==> src/rtl/rom_arb_pkg.sv <==
// Shared definitions for the dual-port program ROM word arbiter.
package rom_arb_pkg;

    localparam int AW_DEFAULT = 13;
    localparam int STARVE_W   = 4;

    localparam logic P_CPU = 1'b0;
    localparam logic P_AUX = 1'b1;

    typedef enum logic [1:0] {
        S_IDLE  = 2'd0,
        S_ISSUE = 2'd1,
        S_WAIT  = 2'd2,
        S_DONE  = 2'd3
    } state_t;

endpackage

==> src/rtl/rom_arb_pick.sv <==
// Combinational winner selection: CPU port has priority unless the aux port
// has been passed over STARVE_MAX times in a row.
module rom_arb_pick
    import rom_arb_pkg::*;
#(
    parameter int STARVE_MAX = 4
)
(
    input  logic                req0,
    input  logic                req1,
    input  logic [STARVE_W-1:0] starve_cnt,
    output logic                win_valid,
    output logic                win_port
);

    always_comb begin
        win_valid = req0 | req1;
        win_port  = P_CPU;
        if (req1 && (!req0 || starve_cnt == STARVE_W'(STARVE_MAX))) begin
            win_port = P_AUX;
        end
    end

endmodule

==> src/rtl/rom_word_arbiter.sv <==
// Shares the hi/lo program ROM halves between the CPU fetch port and the
// aux port, assembling one 16-bit word per 4-cycle access.
//
//  state   | meaning
//  --------+-------------------------------------------------------------
//  S_IDLE  | no access; arbitrate and register the winner's address
//  S_ISSUE | ROM enabled, ROM samples rom_a at the end of this cycle
//  S_WAIT  | ROM data valid, captured into the granted port's data reg
//  S_DONE  | granted port's ack pulse; requests are not sampled
module rom_word_arbiter
    import rom_arb_pkg::*;
#(
    parameter int AW         = AW_DEFAULT,
    parameter int STARVE_MAX = 4
)
(
    input  logic          clk,
    input  logic          reset,
    input  logic          p0_req,
    input  logic [AW-1:0] p0_addr,
    output logic          p0_ack,
    output logic [15:0]   p0_data,
    input  logic          p1_req,
    input  logic [AW-1:0] p1_addr,
    output logic          p1_ack,
    output logic [15:0]   p1_data,
    output logic [AW-1:0] rom_a,
    output logic          rom_ce,
    output logic          rom_oe,
    input  logic [7:0]    rom_d_hi,
    input  logic [7:0]    rom_d_lo,
    output logic          busy
);

    state_t              state_q, state_d;
    logic [AW-1:0]       rom_a_q, rom_a_d;
    logic                grant_q, grant_d;
    logic [STARVE_W-1:0] starve_q, starve_d;
    logic [15:0]         p0_data_q, p0_data_d;
    logic [15:0]         p1_data_q, p1_data_d;
    logic                win_valid;
    logic                win_port;

    rom_arb_pick #(
        .STARVE_MAX (STARVE_MAX)
    ) u_pick (
        .req0       (p0_req),
        .req1       (p1_req),
        .starve_cnt (starve_q),
        .win_valid  (win_valid),
        .win_port   (win_port)
    );

    always_comb begin
        state_d   = state_q;
        rom_a_d   = rom_a_q;
        grant_d   = grant_q;
        starve_d  = starve_q;
        p0_data_d = p0_data_q;
        p1_data_d = p1_data_q;

        case (state_q)
            S_IDLE: begin
                if (!p1_req) begin
                    starve_d = '0;
                end
                if (win_valid) begin
                    state_d = S_ISSUE;
                    grant_d = win_port;
                    if (win_port == P_AUX) begin
                        rom_a_d  = p1_addr;
                        starve_d = '0;
                    end else begin
                        rom_a_d = p0_addr;
                        // Count only CPU grants that actually kept aux waiting.
                        if (p1_req && starve_q < STARVE_W'(STARVE_MAX)) begin
                            starve_d = starve_q + STARVE_W'(1);
                        end
                    end
                end
            end
            S_ISSUE: state_d = S_WAIT;
            S_WAIT: begin
                state_d = S_DONE;
                if (grant_q == P_AUX) begin
                    p1_data_d = {rom_d_hi, rom_d_lo};
                end else begin
                    p0_data_d = {rom_d_hi, rom_d_lo};
                end
            end
            S_DONE:  state_d = S_IDLE;
            default: state_d = S_IDLE;
        endcase
    end

    always_ff @(posedge clk) begin
        if (reset) begin
            state_q   <= S_IDLE;
            rom_a_q   <= '0;
            grant_q   <= P_CPU;
            starve_q  <= '0;
            p0_data_q <= '0;
            p1_data_q <= '0;
        end else begin
            state_q   <= state_d;
            rom_a_q   <= rom_a_d;
            grant_q   <= grant_d;
            starve_q  <= starve_d;
            p0_data_q <= p0_data_d;
            p1_data_q <= p1_data_d;
        end
    end

    assign p0_ack  = (state_q == S_DONE) && (grant_q == P_CPU);
    assign p1_ack  = (state_q == S_DONE) && (grant_q == P_AUX);
    assign p0_data = p0_data_q;
    assign p1_data = p1_data_q;
    assign rom_a   = rom_a_q;
    assign rom_ce  = (state_q == S_ISSUE) || (state_q == S_WAIT);
    assign rom_oe  = rom_ce;
    assign busy    = (state_q != S_IDLE);

endmodule

==> config.mk <==
export PLATFORM = sky130hd
export DESIGN_NAME = rom_word_arbiter
export DESIGN_NICKNAME = d
export VERILOG_FILES = /design/src/rtl/rom_arb_pkg.sv /design/src/rtl/rom_arb_pick.sv /design/src/rtl/rom_word_arbiter.sv
export SDC_FILE = /design/constraint.sdc
export NUM_CORES = 1
export LEC_CHECK = 0
export BUFFER_PORTS_ARGS = -buffer_cell sky130_fd_sc_hd__buf_2
export CAP_MARGIN = 20
export CORE_MARGIN = 4
export CORE_UTILIZATION = 35
export CTS_BUF_LIST = sky130_fd_sc_hd__clkbuf_8
export DETAILED_ROUTE_END_ITERATION = 10
export PLACE_DENSITY = 0.7
export SETUP_SLACK_MARGIN = 0.02
export SYNTH_ARGS = -nofsm -noshare
export SYNTH_HDL_FRONTEND = slang
export SYNTH_HIERARCHICAL = 1
export SYNTH_SLANG_ARGS = --single-unit
==> constraint.sdc <==
create_clock -name clk -period 2.7 [get_ports clk]
set_clock_uncertainty 0.2 [all_clocks]
set_input_delay 0.54 -clock clk [delete_from_list [all_inputs] [get_ports clk]]
set_output_delay 0.54 -clock clk [all_outputs]
set_load 0.01 [all_outputs]
* Yosys cells after proc, flatten, opt, wreduce, memory -nomap -nowiden
Cells that the tools add are included.
Storage, ports and cells: bits in registers 52, latch bits 0, bits in writable memories 0, memory bits (read-only) 0, input port bits 46, output and inout bits 50, memories 0
Cells by class: add/subtract/negate cells 1, multiply operators 0, div/mod/pow operators 0, $lt $le $gt $ge 1, equal/unequal tests 5, shift operators 0, multiplexer cells 8, bitwise gates (word level) 2, reduce and logical (&&, ||, !) cells 12
Operators with widths (number):
- 4-bit 2-to-1 mux | 4
- 13-bit 2-to-1 mux | 1
- 2-bit case mux with 4 select lines | 1
- 2-bit AND reduction | 3
- 4-bit by 1-bit adder with 4-bit output, second input constant | 1
- 2-bit == test, second input constant | 2
- 4-bit by 3-bit == test with 1-bit output, second input constant | 1
- 1-bit logical AND | 4
- 4-bit by 3-bit < comparator with 1-bit output, second input constant | 1
- 2-bit by 1-bit == test with 1-bit output, second input constant | 1
- 2-bit logical NOT | 1
- 1-bit logical OR | 2
- 2-bit 2-to-1 mux | 1
- 2-bit by 1-bit inequality test with 1-bit output, second input constant | 1
- 2-bit nonzero test | 1
- 1-bit logical NOT | 1
- 1-bit 2-to-1 mux | 1
- 1-bit inverter | 1
- 1-bit bitwise OR | 1

* Longest topological paths before layout
Gate-level depths: netlist of the first run.
depth after elaboration 6, mapped depth 7

* Modules after synthesis
Netlist of the first run, hierarchy kept.
Modules (own cells, without submodules):
- rom_word_arbiter | times used 1, cells each 249, area an instance 2270.9 sq um, sequential area each 1041.0 sq um
- rom_arb_pick | times used 1, cells each 3, area an instance 23.8 sq um, sequential area each 0.0 sq um

* Worst setup path after synthesis of the first run
Ideal clock, no wire load.
path type register to register, from register starve_q[1], to register rom_a_q[3] (netlist: rom_a[3]), arrival time 1.572 ns, data required time 2.376 ns, path slack 0.804 ns, cell stages (with the launch flop) 7, buffers on the path 2, clock period less this slack 1.896 ns, cells stage by stage dfxtp_1 -> or4b_1 -> a21boi_1 -> buf_4 -> buf_6 -> mux2i_1 -> a211oi_2
On the way: word-level cells in the longest chain between the ends 5
Ends and longest elaborated chain:
- start: declaration | RTL line rom_word_arbiter.sv:38 | logic [STARVE_W-1:0] starve_q, starve_d;
- start signal: assignment | RTL line rom_word_arbiter.sv:108 | starve_q <= starve_d;
- 4-bit by 3-bit == test with 1-bit output | RTL line rom_arb_pick.sv:19 | if (req1 && (!req0 || starve_cnt == STARVE_W'(STARVE_MAX))) begin
- 1-bit logical OR | RTL line rom_arb_pick.sv:19
- 1-bit logical AND | RTL line rom_arb_pick.sv:19
- 1-bit 2-to-1 mux | RTL line rom_arb_pick.sv:19
- net win_port | RTL line rom_word_arbiter.sv:42 | logic win_port;
- 13-bit 2-to-1 mux | RTL line rom_word_arbiter.sv:70 | if (win_port == P_AUX) begin
- end signal: assignment | RTL line rom_word_arbiter.sv:106 | rom_a_q <= rom_a_d;
- end: declaration | RTL line rom_word_arbiter.sv:36 | logic [AW-1:0] rom_a_q, rom_a_d;
The timed path passes the listed nets, and every way through them passes these cells. A chain may end at the register's enable or synchronous reset.

* Worst setup path in the final report of the first run
from register starve_q[0], to register rom_a_q[2] (netlist: rom_a[2])
The elaborated chain is that of the path after synthesis.

==> impl_results.html, run 1 <==
<table>
<tr><th>Metric</th><th>Value</th></tr>
<tr><th colspan="2">Run status</th></tr>
<tr><td>Run status</td><td>completed</td></tr>
<tr><th colspan="2">Setup path</th></tr>
<tr><td>Launch instance of the worst register-to-register path</td><td>starve_q[0]$_SDFFE_PP0N_</td></tr>
<tr><td>CP Data Arrival Time</td><td>2100 ps</td></tr>
<tr><td>Kind of launch point of the worst setup path</td><td>flop</td></tr>
<tr><td>Classification of the worst setup path</td><td>flop to flop</td></tr>
<tr><td>Cells along the critical path</td><td>or4b_1 -&gt; a21boi_2 -&gt; buf_4 -&gt; mux2i_1 -&gt; a211oi_2</td></tr>
<tr><td>Flop2flop setup slack</td><td>550 ps</td></tr>
<tr><td>Worst r2r path cells</td><td>5</td></tr>
<tr><td>Family with the most delay on the worst path</td><td>simple AND/OR/NAND/NOR gates</td></tr>
<tr><td>CP Capture Type</td><td>flop</td></tr>
<tr><td>Crit path largest cell delay</td><td>540 ps</td></tr>
<tr><td>Worst Path Buf+Inv</td><td>1</td></tr>
<tr><td>Crit-path max FO</td><td>13</td></tr>
<tr><td>Highest-delay cell along the critical path</td><td>sky130_fd_sc_hd__or4b_1</td></tr>
<tr><td>Capture instance of the worst register-to-register path</td><td>rom_a[2]$_SDFFE_PP0P_</td></tr>
<tr><td>Critical Path RT</td><td>2660 ps</td></tr>
<tr><th colspan="2">Logic synthesis</th></tr>
<tr><td>Main area contributors after synthesis</td><td>sky130_fd_sc_hd__dfxtp_1 45%, sky130_fd_sc_hd__nand2_1 11%, sky130_fd_sc_hd__a21oi_1 7.0%</td></tr>
<tr><td>Flops &amp; latches, synth</td><td>52</td></tr>
<tr><td>Number of different library cells in the post-synthesis netlist</td><td>31</td></tr>
<tr><td>Area leader, netlist</td><td>sky130_fd_sc_hd__dfxtp_1</td></tr>
<tr><td>Number of warnings printed during yosys synthesis</td><td>6</td></tr>
<tr><td>Post-synthesis instance area</td><td>2295 um2</td></tr>
<tr><td>Gate Count Post-Synth</td><td>252</td></tr>
<tr><td>Syn Nets</td><td>303</td></tr>
<tr><td>Sequential share of the synthesized area</td><td>0.4537</td></tr>
<tr><td>Top-area cell type share of the netlist area</td><td>0.4537</td></tr>
<tr><td>Synth Area per Inst</td><td>9.106 um2</td></tr>
<tr><th colspan="2">Place</th></tr>
<tr><td>Weighted congestion reported at the end of routability-driven placement</td><td>0.7560</td></tr>
<tr><td>Dpl ws</td><td>543.8 ps</td></tr>
<tr><td>Sum of net half-perimeters after detailed placement</td><td>3878 um</td></tr>
<tr><td>Post-placement cell area</td><td>2706 um2</td></tr>
<tr><td>Number of input and output port buffers inserted</td><td>95</td></tr>
<tr><th colspan="2">Hold path</th></tr>
<tr><td>Startpoint of the lowest-slack hold path</td><td>p1_data[12]$_SDFFE_PP0P_</td></tr>
<tr><td>Worst Hold Path EP</td><td>p1_data[12]$_SDFFE_PP0P_</td></tr>
<tr><td>Worst hold-check path type</td><td>flop to flop</td></tr>
<tr><td>Cell depth of the worst hold path</td><td>2</td></tr>
<tr><th colspan="2">Clock tree</th></tr>
<tr><td>TritonCTS clock tree</td><td>built</td></tr>
<tr><td>Maximum count of clock buffers along a single path</td><td>2</td></tr>
<tr><td>Worst-path clk slew</td><td>100 ps</td></tr>
<tr><td>Post-CTS Setup Inserts</td><td>0</td></tr>
<tr><td>Inserted Clock Buffers</td><td>5</td></tr>
<tr><td>Clock Sink Count</td><td>52</td></tr>
<tr><td>Later-pin clock latency in the skew report</td><td>300 ps</td></tr>
<tr><td>Gates resized, CTS repair</td><td>0</td></tr>
<tr><td>Number of buffers inserted by hold repair at cts</td><td>0</td></tr>
<tr><td>Clock root buffer</td><td>sky130_fd_sc_hd__clkbuf_8</td></tr>
<tr><td>Number of levels in the clock H-tree</td><td>2</td></tr>
<tr><th colspan="2">Global route</th></tr>
<tr><td>Number of antenna violations at the first check in global routing</td><td>0</td></tr>
<tr><td>Fraction of met3 tracks used by global routing</td><td>0.03318</td></tr>
<tr><td>Met1 track utilization from global routing</td><td>0.1627</td></tr>
<tr><td>Number of global-route vias before repair</td><td>1897</td></tr>
<tr><td>Gr usage total</td><td>0.1363</td></tr>
<tr><td>Busiest metal layer after global routing</td><td>met2</td></tr>
<tr><td>First-pass GRT wire length</td><td>8480 um</td></tr>
<tr><td>Total grt overflow</td><td>0</td></tr>
<tr><td>Largest net degree at the start of global routing</td><td>34</td></tr>
<tr><td>Met2 demand-to-capacity share in global routing</td><td>0.2429</td></tr>
<tr><th colspan="2">Drt</th></tr>
<tr><td>Post-detailed-route count of antenna-violating nets</td><td>0</td></tr>
<tr><td>Total vias in the final route</td><td>2005</td></tr>
<tr><td>Number of optimization iterations in the first detailed-route pass</td><td>4</td></tr>
<tr><td>Final Routed Wirelength</td><td>5340 um</td></tr>
<tr><td>Violation count after the first detailed-route iteration</td><td>81</td></tr>
<tr><td>Wire length per cell</td><td>12.87 um</td></tr>
<tr><td>Vias per cell</td><td>4.831</td></tr>
<tr><td>DRC</td><td>0</td></tr>
<tr><th colspan="2">Pwr</th></tr>
<tr><td>Clock share of power</td><td>0.202</td></tr>
<tr><td>Relative contribution of combinational cells to total power</td><td>0.369</td></tr>
<tr><td>Worst vdd ir</td><td>0.3739 mV</td></tr>
<tr><td>Static leakage</td><td>1.255 nW</td></tr>
<tr><td>Tot Pwr</td><td>2.307 mW</td></tr>
<tr><td>Net Sw Frac</td><td>0.3667</td></tr>
<tr><td>Ratio of total power to cell area</td><td>823.1 nW/um2</td></tr>
<tr><td>Internal power</td><td>1.461 mW</td></tr>
<tr><td>Power share of the sequential group</td><td>0.429</td></tr>
<tr><td>Reported net switching power</td><td>0.8458 mW</td></tr>
<tr><th colspan="2">Timing</th></tr>
<tr><td>Highest clock frequency the design can meet</td><td>0.4660 GHz</td></tr>
<tr><td>Unrepaired setup endpoints after global routing</td><td>no</td></tr>
<tr><td>Final Hold Violating Endpoints</td><td>0</td></tr>
<tr><td>Slew HR</td><td>0.5154</td></tr>
<tr><td>Final min period</td><td>2146 ps</td></tr>
<tr><td>Total of endpoints with negative setup slack in the final report</td><td>0</td></tr>
<tr><td>Setup total negative slack</td><td>0 ps</td></tr>
<tr><td>Final max-slew violation count</td><td>0</td></tr>
<tr><td>Final critical-path share of the clock period</td><td>0.7948</td></tr>
<tr><td>Slew at the pin with the worst max-slew slack</td><td>727.0 ps</td></tr>
<tr><td>Post-route setup slack</td><td>554.1 ps</td></tr>
<tr><th colspan="2">Floorplanning</th></tr>
<tr><td>Full die area</td><td>7916 um2</td></tr>
<tr><td>Height of the die</td><td>88.97 um</td></tr>
<tr><td>Horiz. Die Dim</td><td>88.97 um</td></tr>
<tr><td>Placement Rows</td><td>29</td></tr>
<tr><td>Initial Util</td><td>0.3614</td></tr>
<tr><td>Core area</td><td>6350 um2</td></tr>
<tr><td>Top Ports</td><td>96</td></tr>
<tr><th colspan="2">Layout</th></tr>
<tr><td>Antenna Diode Count</td><td>0</td></tr>
<tr><td>Seq. cell area</td><td>1041 um2</td></tr>
<tr><td>P&amp;R area growth vs syn</td><td>22.14%</td></tr>
<tr><td>Design area</td><td>2803 um2</td></tr>
<tr><td>Fin nets</td><td>388</td></tr>
<tr><td>Fraction of layout instances using a drive strength above 1</td><td>0.3757</td></tr>
<tr><td>Fin util</td><td>0.4414</td></tr>
<tr><td>Area of the multi-input gates</td><td>1056 um2</td></tr>
<tr><td>Total of fill cells in the finished design</td><td>625</td></tr>
<tr><th colspan="2">Run</th></tr>
<tr><td>Max-cap violation count</td><td>0</td></tr>
</table>
layout by cell type, fill, tap and decap left out, types with 2 or more instances in the layout:
cell type | netlist | layout
sky130_fd_sc_hd__dfxtp_1 | 52 | 52
sky130_fd_sc_hd__nand3_1 | 2 | 2
sky130_fd_sc_hd__buf_2 | 6 | 95
sky130_fd_sc_hd__mux2i_1 | 15 | 15
sky130_fd_sc_hd__o21ai_0 | 2 | 2
sky130_fd_sc_hd__nand4b_1 | 3 | 3
sky130_fd_sc_hd__clkbuf_8 | 1 | 6
sky130_fd_sc_hd__nor2_1 | 14 | 14
sky130_fd_sc_hd__nand2_1 | 67 | 67
sky130_fd_sc_hd__buf_4 | 6 | 3
sky130_fd_sc_hd__nor2_2 | 4 | 4
sky130_fd_sc_hd__nor2b_1 | 5 | 5
sky130_fd_sc_hd__inv_1 | 4 | 4
sky130_fd_sc_hd__and2_1 | 3 | 3
sky130_fd_sc_hd__a21oi_1 | 32 | 32
sky130_fd_sc_hd__a211oi_2 | 12 | 12
sky130_fd_sc_hd__ha_1 | 5 | 5
sky130_fd_sc_hd__a211oi_1 | 2 | 2
cell type report:
cell class | count | area share
clock inverters | 2 | 0.004911
clock buffers | 6 | 0.02946
repair buffers | 98 | 0.1777
multi-input cells | 176 | 0.3768
flip-flops and latches | 52 | 0.3714
inverters | 4 | 0.005357
well taps | 77 | 0.03437
per-layer routing:
layer	up-vias	routed length, um
li1	1012	-
met1	942	2314
met2	47	2639
met3	4	338
met4	0	48
met5	-	0
registers in the layout (all words and copies together), names as in the netlist:
signal,cells
p0_data,16
grant_q,1
starve_q,4
rom_a,13
p1_data,16
state_q,2
power by group through the flow:
stage / Sequential, mW / Combinational, mW / Clock [mW]
after floorplan: 1.06 / 0.685 / 0
after global placement: 1.01 / 0.842 / 0
after detailed placement: 1.01 / 0.864 / 0
after CTS: 0.993 / 0.867 / 0.491
after global routing: 1.01 / 0.959 / 0.515
final: 0.990 / 0.850 / 0.466
stage by stage:
step,hold WS [ps],cells
floorplan,245.9,252
global placement,239.4,407
detailed placement,243.5,407
CTS,257.3,415
global route,262.0,415
finish,254.2,415
how the worst max path moves through the flow:
stage | start | endpoint | slack [ps] | depth (start not counted)
3_3_place_gp | starve_q[1]$_SDFFE_PP0N_ | rom_a[11]$_SDFFE_PP0P_ | 630 | 5
5_1_grt | starve_q[0]$_SDFFE_PP0N_ | rom_a[10]$_SDFFE_PP0P_ | 430 | 5
3_5_place_dp | starve_q[1]$_SDFFE_PP0N_ | rom_a[8]$_SDFFE_PP0P_ | 540 | 5
4_1_cts | starve_q[0]$_SDFFE_PP0N_ | rom_a[2]$_SDFFE_PP0P_ | 530 | 5
2_1_floorplan | starve_q[1]$_SDFFE_PP0N_ | rom_a[3]$_SDFFE_PP0P_ | 800 | 6
6_report | starve_q[0]$_SDFFE_PP0N_ | rom_a[2]$_SDFFE_PP0P_ | 550 | 5
synthesized netlist by cell type:
cell and number:
sky130_fd_sc_hd__nand2_1 67, sky130_fd_sc_hd__dfxtp_1 52, sky130_fd_sc_hd__a21oi_1 32, sky130_fd_sc_hd__mux2i_1 15
sky130_fd_sc_hd__nor2_1 14, sky130_fd_sc_hd__a211oi_2 12, sky130_fd_sc_hd__buf_2 6, sky130_fd_sc_hd__buf_4 6
sky130_fd_sc_hd__ha_1 5, sky130_fd_sc_hd__nor2b_1 5, sky130_fd_sc_hd__inv_1 4, sky130_fd_sc_hd__nor2_2 4
sky130_fd_sc_hd__and2_1 3, sky130_fd_sc_hd__buf_12 3, sky130_fd_sc_hd__buf_6 3, sky130_fd_sc_hd__nand4b_1 3
sky130_fd_sc_hd__a211oi_1 2, sky130_fd_sc_hd__nand3_1 2, sky130_fd_sc_hd__o21ai_0 2, sky130_fd_sc_hd__a21boi_1 1
sky130_fd_sc_hd__a221oi_2 1, sky130_fd_sc_hd__and2_4 1, sky130_fd_sc_hd__clkbuf_1 1, sky130_fd_sc_hd__clkbuf_8 1
sky130_fd_sc_hd__nand2b_1 1, sky130_fd_sc_hd__nand4_1 1, sky130_fd_sc_hd__nor3b_2 1, sky130_fd_sc_hd__o2bb2ai_1 1
sky130_fd_sc_hd__or2_2 1, sky130_fd_sc_hd__or2b_1 1, sky130_fd_sc_hd__or4b_1 1
worst reg2reg max path, stage by stage (launching register included):
cell and delay [ps]:
sky130_fd_sc_hd__dfxtp_1 350, sky130_fd_sc_hd__or4b_1 540, sky130_fd_sc_hd__a21boi_2 260, sky130_fd_sc_hd__buf_4 300, sky130_fd_sc_hd__mux2i_1 260, sky130_fd_sc_hd__a211oi_2 90
logic make-up after synthesis:
logic type	after synthesis	synth area share
AO/OA/AOI/OAI	51	0.1598
adder cells (fa/ha/maj)	5	0.02726
buffers and inverters	24	0.08778
flip-flops	52	0.4537
multiplexers	15	0.06543
AND/OR/NAND/NOR	105	0.2061
Power figures use the tool's default switching activity.
==> inputs of run 2 (changes only) <==
--- a/config.mk
+++ b/config.mk
@@ -11,7 +11,7 @@
 export CORE_UTILIZATION = 35
 export CTS_BUF_LIST = sky130_fd_sc_hd__clkbuf_8
 export DETAILED_ROUTE_END_ITERATION = 10
-export PLACE_DENSITY = 0.7
+export PLACE_DENSITY = 0.73
 export SETUP_SLACK_MARGIN = 0.02
 export SYNTH_ARGS = -nofsm -noshare
 export SYNTH_HDL_FRONTEND = slang
==> constraint.sdc (replaced) <==
create_clock -name clk -period 1.86 [get_ports clk]
set_clock_uncertainty 0.2 [all_clocks]
set_input_delay 0.372 -clock clk [delete_from_list [all_inputs] [get_ports clk]]
set_output_delay 0.372 -clock clk [all_outputs]
set_load 0.01 [all_outputs]
==> run 2 against run 1 <==
Effect of this change:
- the flow now finishes with violations (setup timing)
- first-iteration DRC count decreased by 35%
- count of clock-buffer cells in the layout decreased by 1
- register-to-register slack got worse by 560 ps
- global-route usage about the same
- critical path depth unchanged
- largest power group unchanged
- clock power increased by 67%
- die area unchanged
- maximum frequency increased by 15%
==> impl_results.html, run 2 (synthesis results as in run 1) <==
<table>
<tr><th>Metric</th><th>Value</th></tr>
<tr><th colspan="2">Layout</th></tr>
<tr><td>Fin nets</td><td>397</td></tr>
<tr><td>Fin util</td><td>0.4625</td></tr>
<tr><td>Most common cell after layout, fill and taps aside</td><td>sky130_fd_sc_hd__buf_2</td></tr>
<tr><td>Fraction of layout instances using a drive strength above 1</td><td>0.4121</td></tr>
<tr><td>Commonest cells after routing, fill and taps aside</td><td>95 x sky130_fd_sc_hd__buf_2, 67 x sky130_fd_sc_hd__nand2_1, 49 x sky130_fd_sc_hd__dfxtp_1</td></tr>
<tr><td>Antenna Diode Count</td><td>0</td></tr>
<tr><td>P&amp;R area growth vs syn</td><td>27.97%</td></tr>
<tr><th colspan="2">Clock tree</th></tr>
<tr><td>Maximum count of clock buffers along a single path</td><td>2</td></tr>
<tr><td>Clock root buffer</td><td>sky130_fd_sc_hd__clkbuf_8</td></tr>
<tr><td>Number of buffers inserted by hold repair at cts</td><td>0</td></tr>
<tr><td>TritonCTS clock tree</td><td>built</td></tr>
<tr><td>Inserted Clock Buffers</td><td>5</td></tr>
<tr><td>Later-pin clock latency in the skew report</td><td>300 ps</td></tr>
<tr><td>Clock Sink Count</td><td>52</td></tr>
<tr><td>Number of levels in the clock H-tree</td><td>2</td></tr>
<tr><td>Worst-path clk slew</td><td>100 ps</td></tr>
<tr><th colspan="2">Setup path</th></tr>
<tr><td>Crit path largest cell delay</td><td>540 ps</td></tr>
<tr><td>Highest-delay cell along the critical path</td><td>sky130_fd_sc_hd__or4b_4</td></tr>
<tr><td>CP Data Arrival Time</td><td>1850 ps</td></tr>
<tr><td>Classification of the worst setup path</td><td>flop to flop</td></tr>
<tr><td>Cells along the critical path</td><td>or4b_4 -&gt; a21boi_4 -&gt; buf_12 -&gt; mux2i_2 -&gt; a211oi_2</td></tr>
<tr><td>Worst setup path start</td><td>starve_q[3]$_SDFFE_PP0N_</td></tr>
<tr><td>Worst Path Buf+Inv</td><td>1</td></tr>
<tr><td>Crit-path max FO</td><td>13</td></tr>
<tr><td>Launch instance of the worst register-to-register path</td><td>starve_q[3]$_SDFFE_PP0N_</td></tr>
<tr><td>Kind of launch point of the worst setup path</td><td>flop</td></tr>
<tr><td>Family with the most delay on the worst path</td><td>simple AND/OR/NAND/NOR gates</td></tr>
<tr><td>Critical Path RT</td><td>1850 ps</td></tr>
<tr><td>CP Capture Type</td><td>flop</td></tr>
<tr><th colspan="2">Drt</th></tr>
<tr><td>Total vias in the final route</td><td>2042</td></tr>
<tr><td>Number of optimization iterations in the first detailed-route pass</td><td>6</td></tr>
<tr><td>Violation count after the first detailed-route iteration</td><td>53</td></tr>
<tr><td>Final Routed Wirelength</td><td>5473 um</td></tr>
<tr><td>Vias per cell</td><td>4.816</td></tr>
<tr><td>Wire length per cell</td><td>12.91 um</td></tr>
<tr><td>Post-detailed-route count of antenna-violating nets</td><td>0</td></tr>
<tr><td>DRC</td><td>0</td></tr>
<tr><th colspan="2">Timing</th></tr>
<tr><td>Unrepaired setup endpoints after global routing</td><td>yes</td></tr>
<tr><td>Final Hold Violating Endpoints</td><td>0</td></tr>
<tr><td>Slew at the pin with the worst max-slew slack</td><td>363.1 ps</td></tr>
<tr><td>Final max-slew violation count</td><td>0</td></tr>
<tr><td>Total of endpoints with negative setup slack in the final report</td><td>1</td></tr>
<tr><td>Setup total negative slack</td><td>-1.369 ps</td></tr>
<tr><td>Hold_ws</td><td>102.7 ps</td></tr>
<tr><td>Final critical-path share of the clock period</td><td>1.001</td></tr>
<tr><td>Slew HR</td><td>0.7579</td></tr>
<tr><td>Final min period</td><td>1861 ps</td></tr>
<tr><td>Highest clock frequency the design can meet</td><td>0.5372 GHz</td></tr>
<tr><td>Post-route setup slack</td><td>-1.369 ps</td></tr>
<tr><th colspan="2">Pwr</th></tr>
<tr><td>Ratio of total power to cell area</td><td>1209 nW/um2</td></tr>
<tr><td>Worst vdd ir</td><td>0.7012 mV</td></tr>
<tr><td>Static leakage</td><td>1.325 nW</td></tr>
<tr><td>Tot Pwr</td><td>3.550 mW</td></tr>
<tr><th colspan="2">Global route</th></tr>
<tr><td>Fraction of met3 tracks used by global routing</td><td>0.03594</td></tr>
<tr><td>Largest net degree at the start of global routing</td><td>32</td></tr>
<tr><td>Gr usage total</td><td>0.1361</td></tr>
<tr><td>Number of global-route vias before repair</td><td>1937</td></tr>
<tr><td>Met1 track utilization from global routing</td><td>0.1520</td></tr>
<tr><td>Number of antenna violations at the first check in global routing</td><td>0</td></tr>
<tr><td>Busiest metal layer after global routing</td><td>met2</td></tr>
<tr><td>First-pass GRT wire length</td><td>8500 um</td></tr>
<tr><td>Met2 demand-to-capacity share in global routing</td><td>0.2490</td></tr>
<tr><td>Total grt overflow</td><td>0</td></tr>
<tr><th colspan="2">Run</th></tr>
<tr><td>Max-cap violation count</td><td>0</td></tr>
<tr><th colspan="2">Floorplanning</th></tr>
<tr><td>Initial Util</td><td>0.3614</td></tr>
<tr><td>Placement Rows</td><td>29</td></tr>
<tr><td>Top Ports</td><td>96</td></tr>
<tr><td>Horiz. Die Dim</td><td>88.97 um</td></tr>
<tr><td>Height of the die</td><td>88.97 um</td></tr>
<tr><td>Core area</td><td>6350 um2</td></tr>
<tr><td>Full die area</td><td>7916 um2</td></tr>
<tr><th colspan="2">Place</th></tr>
<tr><td>Weighted congestion reported at the end of routability-driven placement</td><td>0.7501</td></tr>
<tr><td>Sum of net half-perimeters after detailed placement</td><td>3993 um</td></tr>
<tr><td>Dpl ws</td><td>-23.91 ps</td></tr>
<tr><td>Number of input and output port buffers inserted</td><td>95</td></tr>
<tr><th colspan="2">Run status</th></tr>
<tr><td>Run status</td><td>finished, violations left</td></tr>
<tr><td>Violated checks</td><td>setup timing</td></tr>
<tr><th colspan="2">Hold path</th></tr>
<tr><td>Worst hold-check path type</td><td>input port to flop</td></tr>
<tr><td>Startpoint of the lowest-slack hold path</td><td>rom_d_lo[4]</td></tr>
</table>
## run 2: timing repair
item / in CTS / in global routing
setup endpoints to repair: 13 / 34
resized for setup: 1 / 7
pin swaps: 0 / 2
cloned: 0 / 0
buffers inserted: 0 / 1
## run 2: power breakdown
| part | total, mW | internal (mW) | switching, mW |
|---|---|---|---|
| Combinational | 1.33 | 0.571 | 0.759 |
| Clock | 0.777 | 0.402 | 0.375 |
| Sequential | 1.44 | 1.33 | 0.116 |
| Total | 3.55 | 2.30 | 1.25 |
## run 2: area by class of cell
class | instances | area [um2]
Clock buffer | 5 | 68.82
Sequential cell | 52 | 1045
Timing Repair Buffer | 107 | 590.6
Multi-Input combinational cell | 176 | 1079
Clock inverter | 3 | 42.54
Inverter | 4 | 15.01
Fill cell | 621 | 3413
Tap cell | 77 | 96.34
## run 2: worst paths after layout
path	endpoint	slack [ps]	depth (start not counted)
min reg2reg	p1_data[12]$_SDFFE_PP0P_	260	2
max reg2reg	rom_a[10]$_SDFFE_PP0P_	-1	5
min	p0_data[4]$_SDFFE_PP0P_	100	3
max	rom_a[10]$_SDFFE_PP0P_	-1	5
## run 2: worst min-delay path, stage by stage
cell and delay, ps:
sky130_fd_sc_hd__buf_2 100, sky130_fd_sc_hd__nand2_1 50, sky130_fd_sc_hd__a21oi_1 50
## run 2: metrics by stage
step           std cells  cell area (um2)
2_1_floorplan        252             2300
3_3_place_gp         415             2793
3_5_place_dp         415             2793
4_1_cts              423             2905
5_1_grt              424             2937
6_report             424             2937
## run 2: per-layer routing
metal	vias up	wire length, um
met4	0	91
met5	-	0
li1	1021	-
met3	8	439
met2	64	2736
met1	949	2205
==> inputs of run 3 (changes only) <==
--- a/config.mk
+++ b/config.mk
@@ -11,6 +11,7 @@
 export CORE_UTILIZATION = 35
 export CTS_BUF_LIST = sky130_fd_sc_hd__clkbuf_8
 export DETAILED_ROUTE_END_ITERATION = 10
+export GPL_TIMING_DRIVEN = 0
 export PLACE_DENSITY = 0.73
 export SETUP_SLACK_MARGIN = 0.02
 export SYNTH_ARGS = -nofsm -noshare
==> run 3 against run 2 <==
Effect of this change:
- the flow still finishes with violations (setup timing)
- routed wire length up 3.5%
- non-clock buffer count is 11 higher
- sequential share of layout area decreased by 2.1 points
- sequential cell count stayed put
- global-route usage grew 0.33 points
- largest cell class unchanged
==> impl_results.html, run 3 (synthesis results as in run 1) <==
<table>
<tr><th>Metric</th><th>Value</th></tr>
<tr><th colspan="2">Timing</th></tr>
<tr><td>Highest clock frequency the design can meet</td><td>0.5127 GHz</td></tr>
<tr><td>Post-route setup slack</td><td>-90.31 ps</td></tr>
<tr><td>Unrepaired setup endpoints after global routing</td><td>yes</td></tr>
<tr><td>Final critical-path share of the clock period</td><td>1.049</td></tr>
<tr><td>Total of endpoints with negative setup slack in the final report</td><td>13</td></tr>
<tr><td>Slew at the pin with the worst max-slew slack</td><td>514.8 ps</td></tr>
<tr><td>Final min period</td><td>1950 ps</td></tr>
<tr><td>Final max-slew violation count</td><td>0</td></tr>
<tr><td>Hold_ws</td><td>110.4 ps</td></tr>
<tr><td>Final Hold Violating Endpoints</td><td>0</td></tr>
<tr><td>Slew HR</td><td>0.6568</td></tr>
<tr><th colspan="2">Global route</th></tr>
<tr><td>Gr usage total</td><td>0.1394</td></tr>
<tr><td>Total grt overflow</td><td>0</td></tr>
<tr><td>Number of global-route vias before repair</td><td>1951</td></tr>
<tr><td>Number of antenna violations at the first check in global routing</td><td>0</td></tr>
<tr><td>Largest net degree at the start of global routing</td><td>16</td></tr>
<tr><td>First-pass GRT wire length</td><td>8728 um</td></tr>
<tr><th colspan="2">Floorplanning</th></tr>
<tr><td>Placement Rows</td><td>29</td></tr>
<tr><td>Full die area</td><td>7916 um2</td></tr>
<tr><td>Core area</td><td>6350 um2</td></tr>
<tr><td>Height of the die</td><td>88.97 um</td></tr>
<tr><td>Top Ports</td><td>96</td></tr>
<tr><td>Initial Util</td><td>0.3614</td></tr>
<tr><td>Horiz. Die Dim</td><td>88.97 um</td></tr>
<tr><th colspan="2">Drt</th></tr>
<tr><td>Wire length per cell</td><td>13.02 um</td></tr>
<tr><td>Total vias in the final route</td><td>2055</td></tr>
<tr><td>DRC</td><td>0</td></tr>
<tr><td>Final Routed Wirelength</td><td>5665 um</td></tr>
<tr><td>Vias per cell</td><td>4.724</td></tr>
<tr><td>Post-detailed-route count of antenna-violating nets</td><td>0</td></tr>
<tr><td>Number of optimization iterations in the first detailed-route pass</td><td>4</td></tr>
<tr><td>Violation count after the first detailed-route iteration</td><td>44</td></tr>
<tr><th colspan="2">Hold path</th></tr>
<tr><td>Cell depth of the worst hold path</td><td>3</td></tr>
<tr><td>Worst hold-check path type</td><td>input port to flop</td></tr>
<tr><th colspan="2">Layout</th></tr>
<tr><td>Fraction of layout instances using a drive strength above 1</td><td>0.4525</td></tr>
<tr><td>Commonest cells after routing, fill and taps aside</td><td>100 x sky130_fd_sc_hd__buf_2, 67 x sky130_fd_sc_hd__nand2_1, 49 x sky130_fd_sc_hd__dfxtp_1</td></tr>
<tr><td>Most common cell after layout, fill and taps aside</td><td>sky130_fd_sc_hd__buf_2</td></tr>
<tr><td>Fin nets</td><td>408</td></tr>
<tr><td>P&amp;R area growth vs syn</td><td>36.37%</td></tr>
<tr><td>Antenna Diode Count</td><td>0</td></tr>
<tr><td>Design area</td><td>3129 um2</td></tr>
<tr><th colspan="2">Setup path</th></tr>
<tr><td>CP Data Arrival Time</td><td>1930 ps</td></tr>
<tr><td>Critical Path RT</td><td>1840 ps</td></tr>
<tr><td>CP Capture Type</td><td>flop</td></tr>
<tr><td>Worst r2r path cells</td><td>6</td></tr>
<tr><td>Kind of launch point of the worst setup path</td><td>flop</td></tr>
<tr><td>Classification of the worst setup path</td><td>flop to flop</td></tr>
<tr><td>Crit-path max FO</td><td>5</td></tr>
<tr><th colspan="2">Clock tree</th></tr>
<tr><td>Inserted Clock Buffers</td><td>5</td></tr>
<tr><td>Clock Sink Count</td><td>52</td></tr>
<tr><td>Clock root buffer</td><td>sky130_fd_sc_hd__clkbuf_8</td></tr>
<tr><td>Later-pin clock latency in the skew report</td><td>300 ps</td></tr>
<tr><td>Maximum count of clock buffers along a single path</td><td>2</td></tr>
<tr><td>Worst-path clk slew</td><td>100 ps</td></tr>
<tr><td>TritonCTS clock tree</td><td>built</td></tr>
<tr><td>Number of buffers inserted by hold repair at cts</td><td>0</td></tr>
<tr><td>Number of levels in the clock H-tree</td><td>2</td></tr>
<tr><th colspan="2">Run status</th></tr>
<tr><td>Violated checks</td><td>setup timing</td></tr>
<tr><td>Run status</td><td>finished, violations left</td></tr>
<tr><th colspan="2">Pwr</th></tr>
<tr><td>Worst vdd ir</td><td>0.5943 mV</td></tr>
<tr><td>Static leakage</td><td>1.385 nW</td></tr>
<tr><td>Ratio of total power to cell area</td><td>1192 nW/um2</td></tr>
<tr><th colspan="2">Run</th></tr>
<tr><td>Max-cap violation count</td><td>0</td></tr>
<tr><th colspan="2">Place</th></tr>
<tr><td>Sum of net half-perimeters after detailed placement</td><td>4316 um</td></tr>
<tr><td>Post-placement cell area</td><td>2867 um2</td></tr>
<tr><td>Weighted congestion reported at the end of routability-driven placement</td><td>0.7700</td></tr>
<tr><td>Number of input and output port buffers inserted</td><td>94</td></tr>
</table>
==> run 3: what timing repair did <==
| action | in CTS | in global routing |
|---|---|---|
| pin swaps | 0 | 8 |
| endpoints found under the setup margin | 11 | 19 |
| setup buffers | 2 | 1 |
| gates cloned | 0 | 1 |
| gates resized for setup | 11 | 17 |
==> run 3: worst max-delay path, stage by stage (launching register included) <==
cell,delay (ps)
sky130_fd_sc_hd__dfxtp_4,370
sky130_fd_sc_hd__or4b_4,510
sky130_fd_sc_hd__a21boi_2,160
sky130_fd_sc_hd__buf_6,140
sky130_fd_sc_hd__clkbuf_16,160
sky130_fd_sc_hd__mux2i_2,220
sky130_fd_sc_hd__a211oi_2,80
==> run 3: worst paths after layout <==
path                                   end  slack [ps]                     start
setup / recovery     rom_a[6]$_SDFFE_PP0P_         -90  starve_q[0]$_SDFFE_PP0N_
hold / removal     p0_data[9]$_SDFFE_PP0P_         110               rom_d_hi[1]
setup reg to reg     rom_a[6]$_SDFFE_PP0P_         -90  starve_q[0]$_SDFFE_PP0N_
hold reg to reg   p1_data[14]$_SDFFE_PP0P_         260  p1_data[14]$_SDFFE_PP0P_
==> run 3: per-stage QoR <==
stage                     power, mW    util  instances  setup slack, ps  TNS (ps)
final                         3.730  0.4928        435           -90.31    -943.4
after detailed placement      3.011  0.4514        423           -170.3     -1170
after floorplan               2.535       -        252            6.627         0
after global placement        2.974  0.4514        423           -117.7    -839.6
after global routing          4.007  0.4928        435           -134.9     -1717
after CTS                     3.762  0.4768        433           -68.19    -691.5
==> run 3: cell type report <==
type | count | area (um2)
Fill cell | 609 | 3221
Multi-Input combinational cell | 176 | 1146
Sequential cell | 52 | 1047
Timing Repair Buffer | 98 | 529.3
Buffer | 20 | 198.9
Tap cell | 77 | 96.34
Clock buffer | 6 | 82.58
Inverter | 4 | 17.52
Clock inverter | 2 | 11.26
==> run 3: power by group <==
group | internal [mW] | total, mW | leakage (nW) | switching (mW)
clock network | 0.298 | 0.665 | 0.0486 | 0.368
registers | 1.33 | 1.45 | 0.425 | 0.122
logic | 0.785 | 1.61 | 0.911 | 0.829
total | 2.41 | 3.73 | 1.39 | 1.32
==> run 3: routing by layer <==
metal,vias to the layer above,GRT usage,part of all wire
met5,-,0,0
met4,0,0.03248,0.0055
met3,4,0.02673,0.064
met2,50,0.2530,0.49
met1,950,0.1702,0.44
li1,1051,-,-
